<file path="src/rtl/fma_bank.sv">
// Bank of signed fixed-point fused multiply-add lanes sharing one strobe.
// Two-stage pipeline with per-lane accumulator for chained dot products.
module fma_bank #(
  parameter int FMA_COUNT = 2,
  parameter int WIDTH     = 16,
  parameter int FRAC_BITS = 8
) (
  input  logic                 clk_in,
  input  logic                 rst_in,
  input  logic [3*WIDTH-1:0]   abc_in       [FMA_COUNT],
  input  logic                 c_valid_in   [FMA_COUNT],
  input  logic                 abc_valid_in,
  input  logic                 clear_acc_in,
  output logic [WIDTH-1:0]     d_out        [FMA_COUNT],
  output logic                 d_valid_out,
  output logic                 overflow_out [FMA_COUNT],
  output logic                 ready_out,
  output logic                 drop_error_out
);

  logic                   s1_valid;
  logic                   accept;
  logic signed [2*WIDTH-1:0] prod_q [FMA_COUNT];
  logic [WIDTH-1:0]       csel_q [FMA_COUNT];
  logic [WIDTH-1:0]       acc    [FMA_COUNT];

  logic signed [2*WIDTH-1:0] prod_d [FMA_COUNT];
  logic [WIDTH-1:0]       csel_d [FMA_COUNT];
  logic [2*WIDTH:0]       sum    [FMA_COUNT];
  logic [WIDTH-1:0]       res    [FMA_COUNT];
  logic                   ovf    [FMA_COUNT];

  assign ready_out = !s1_valid;
  assign accept    = abc_valid_in && ready_out;

  always_comb begin
    for (int unsigned i = 0; i < FMA_COUNT; i++) begin
      prod_d[i] = '0;
      csel_d[i] = '0;
      sum[i]    = '0;
      res[i]    = '0;
      ovf[i]    = 1'b0;
    end
    for (int unsigned i = 0; i < FMA_COUNT; i++) begin
      // Operands sign-extended to 2W so the product is exact before the shift.
      prod_d[i] = ($signed({{WIDTH{abc_in[i][3*WIDTH-1]}}, abc_in[i][3*WIDTH-1:2*WIDTH]}) *
                   $signed({{WIDTH{abc_in[i][2*WIDTH-1]}}, abc_in[i][2*WIDTH-1:WIDTH]}))
                  >>> FRAC_BITS;
      csel_d[i] = c_valid_in[i] ? abc_in[i][WIDTH-1:0]
                                : (clear_acc_in ? '0 : acc[i]);
      sum[i] = {prod_q[i][2*WIDTH-1], prod_q[i]} +
               {{(WIDTH+1){csel_q[i][WIDTH-1]}}, csel_q[i]};
      // In range only when every bit above the result's sign bit matches it.
      ovf[i] = !((&sum[i][2*WIDTH:WIDTH-1]) || !(|sum[i][2*WIDTH:WIDTH-1]));
      if (ovf[i])
        res[i] = sum[i][2*WIDTH] ? {1'b1, {(WIDTH-1){1'b0}}} : {1'b0, {(WIDTH-1){1'b1}}};
      else
        res[i] = sum[i][WIDTH-1:0];
    end
  end

  always_ff @(posedge clk_in) begin
    if (rst_in) begin
      s1_valid       <= 1'b0;
      d_valid_out    <= 1'b0;
      drop_error_out <= 1'b0;
      for (int unsigned i = 0; i < FMA_COUNT; i++) begin
        prod_q[i]       <= '0;
        csel_q[i]       <= '0;
        acc[i]          <= '0;
        d_out[i]        <= '0;
        overflow_out[i] <= 1'b0;
      end
    end else begin
      s1_valid    <= accept;
      d_valid_out <= s1_valid;
      if (abc_valid_in && !ready_out)
        drop_error_out <= 1'b1;
      for (int unsigned i = 0; i < FMA_COUNT; i++) begin
        if (accept) begin
          prod_q[i] <= prod_d[i];
          csel_q[i] <= csel_d[i];
        end
        // A result being written, or just written, wins over a clear request.
        if (s1_valid) begin
          d_out[i]        <= res[i];
          acc[i]          <= res[i];
          overflow_out[i] <= ovf[i];
        end else if (clear_acc_in && !d_valid_out) begin
          acc[i] <= '0;
        end
      end
    end
  end

endmodule

</file>
<file path="config.mk">
export PLATFORM = sky130hd
export DESIGN_NAME = fma_bank
export DESIGN_NICKNAME = d
export VERILOG_FILES = /design/src/rtl/fma_bank.sv
export SDC_FILE = /design/constraint.sdc
export NUM_CORES = 2
export LEC_CHECK = 0
export CORE_ASPECT_RATIO = 2
export CORE_MARGIN = 1.5
export CORE_UTILIZATION = 44
export CTS_CLUSTER_SIZE = 28
export DETAILED_ROUTE_END_ITERATION = 8
export GPL_TIMING_DRIVEN = 0
export REMOVE_ABC_BUFFERS = 1
export SLEW_MARGIN = 15
export SYNTH_ARGS = -nofsm -noshare
export SYNTH_HDL_FRONTEND = slang
export SYNTH_SLANG_ARGS = --single-unit
export TNS_END_PERCENT = 5
</file>
<file path="constraint.sdc">
create_clock -name clk_in -period 10.75 [get_ports clk_in]
set_clock_uncertainty 0.2 [all_clocks]
set_input_delay 3.225 -clock clk_in [delete_from_list [all_inputs] [get_ports clk_in]]
set_output_delay 3.225 -clock clk_in [all_outputs]
set_load 0.1 [all_outputs]
</file>
==> run metrics <==
yosys warns=0; Layout area overhead=9.86%; Synth cell types=about 70; R2R Setup Slk=6020 ps; share of cells above drive strength 1=between 1.5 and 2%; critical path endpoint category=register; largest net degree at the start of global routing=52; Total GRT Usage=about 25%; Hold Path Stages=2; Final min period=about 10000 ps; DRT Pass-1 Iters=5; TritonCTS clock tree=built; HP Class=reg -> reg; CTS Sinks=about 150; Avg Cell Area, Syn=about 9.3 um^2; clock transition at the registers of the reported paths=about 60 ps; hold buffer count at cts=0; final hold slack=270 ps; via count=20700; Final Cell Area=30200 um^2; area fraction of the dominant cell type after synthesis=38.2%; number of synthesized flops with an enable pin=96; H-tree Lvls=4; Slew HR=22.6%; post-DP HPWL=63100 um; Syn Inst Count=roughly 3000; count leader, synth=inv_1; Worst Setup Path Type=in -> reg; drt total wl=76300 um; CP max FO=15; fin nets=between 3000 and 4000; gp weighted congestion=slightly above 0.9; final core utilization=48.8%; Async S/R FF share, synth=0%; Die Span X=~180 um; Die Y=~360 um; Residual DRC=0; Worst Tran Pin Value=1160 ps; IO Count=about 140; crit path DAT=10430 ps; Final Cycle Share=a little over nine tenths; Antenna Nets Post-Route=0; max-cap violations=0; top cells by count, synth=596 x inv_1, 524 x fa_1, 328 x nand2_1; Initial Util=approximately 44%; Slew Viols, Final=0; Worst setup SP type=input port; Worst R2R Path Depth=13; final hold violations=0; RSZ-0062 raised after global routing=false; die area=roughly 64000 um^2; number of global-route vias before repair=approximately 23000; area leader, netlist=fa_1; Hold Crit Start=acc[1][3]$_SDFFE_PP0P_; Fmax=around 96 MHz; site row count=about 130; Top FF cell, synth=edfxtp_1; Num CTS Buffers=17; WHS Endpoint=acc[1][3]$_SDFFE_PP0P_; placed cell areas=between 20000 and 30000 um^2; Post-Synthesis Cell Area=between 20000 and 30000 um^2; dominant cells by area after synthesis=fa_1 38%, edfxtp_1 10%, ha_1 9.4%; Layout fillers=approximately 5900; Remaining Overflow, GRT=0; Clk Latency, worst-skew pair=~450 ps; CTS root buffer=clkbuf_16; Port Buf Inserts=138; first-pass GRT wire length=about 120000 um; Seq/Total Area, Yosys=approximately 14%; status=finished clean; Wirelength per Cell=around 20 um; drt via density=between 5 and 6; Setup Buffers After CTS=0; Worst setup startpoint=abc_in[65]; Critical Path RT=roughly 11000 ps; antenna violations before repair=4; clk buf depth=2; Final setup viols=0; r2r endpoint=acc[1][14]$_SDFFE_PP0P_; First DRT Iteration DRCs=around 920; Yosys reg bits=~150; Core Region=61800 um^2; R2R Path Start=prod_q[0][32]$_SDFFCE_PN0P_; cts repair resizes=0
[per-layer routing]
metal	GRT usage, %	wire length, um	vias up
met2	50.1	44300	559
li1	-	-	9347
met5	0	0	-
met3	2.69	2640	211
met1	23.4	24800	10600
met4	14.2	4500	0
[sequential cells by signal, indices dropped and copies added, names as in the netlist]
signal,count
prod_q,48
d_out,32
s1_valid,1
overflow_out,2
csel_q,32
d_valid_out,1
acc,32
drop_error_out,1
[stage by stage]
step	setup slack, ps	instances	setup TNS [ps]
finish	301	3799	0
global route	3.14	3799	0
CTS	106	3794	0
global placement	-460	3755	-4240
detailed placement	-358	3762	-1630
floorplan	1430	2831	0
[layout make-up]
type | instances | area (um^2) | share of cell area [%]
Tap cell | 786 | 983 | 3.26
Antenna cell | 4 | 10.0 | 0.0331
Timing Repair Buffer | 146 | 1580 | 5.22
Sequential cell | 149 | 3940 | 13.1
Clock buffer | 18 | 429 | 1.42
Inverter | 597 | 2240 | 7.42
Clock inverter | 14 | 128 | 0.423
Multi-Input combinational cell | 2085 | 20900 | 69.2
[how the worst max path moves through the flow]
stage                                        to  depth (start not counted)
floorplan           prod_q[0][53]$_SDFFCE_PN0P_                         21
global placement    prod_q[0][52]$_SDFFCE_PN0P_                          6
detailed placement  prod_q[0][22]$_SDFFCE_PN0P_                         21
CTS                 prod_q[0][22]$_SDFFCE_PN0P_                         21
global route        prod_q[0][22]$_SDFFCE_PN0P_                         21
finish              prod_q[0][22]$_SDFFCE_PN0P_                         21
[cells by family after synthesis]
kind of cell / Yosys count / synth area share, %
adder cells (fa/ha/maj): 730 / 47.5
AO/OA/AOI/OAI: 371 / 9.26
XOR/XNOR: 93 / 2.96
AND/OR/NAND/NOR: 885 / 15.9
buffers and inverters: 708 / 9.80
multiplexers: 6 / 0.219
flip-flops: 149 / 14.3
[layout by cell type (no fill, tap or decap), types with 9 or more instances in the layout]
cell type        count
inv_1              596
fa_1               524
nand2_1            327
and2_1             243
ha_1               206
nor2_1             146
clkdlybuf4s50_1    113
a21oi_1             99
edfxtp_1            96
xnor2_1             55
dfxtp_1             53
o21ai_0             49
a21o_1              47
xor2_1              38
o211ai_1            35
nand3_1             27
nand2b_1            25
dlymetal6s2s_1      24
nor3b_1             22
nor3_1              21
nand4_1             18
a22oi_1             17
clkbuf_16           17
a221o_1             16
a211oi_1            13
nor2b_1             12
a31oi_1             12
and3_1               9
o21bai_1             9
[worst max-delay path: stages]
cell	delay, ps
clkdlybuf4s50_1	940
nand2_1	250
fa_1	600
inv_1	140
fa_1	880
fa_1	540
fa_1	510
fa_1	500
inv_1	50
fa_1	470
inv_1	40
ha_1	320
a21oi_1	190
o21ai_0	90
a21oi_1	240
o221ai_1	160
nor2_1	380
o2111ai_1	320
a21oi_1	240
xor2_1	280
nor2_1	80
Power is left out: the tool's default activity adds up to more than one toggle a clock period on the data nets, which glitch-free logic cannot reach.
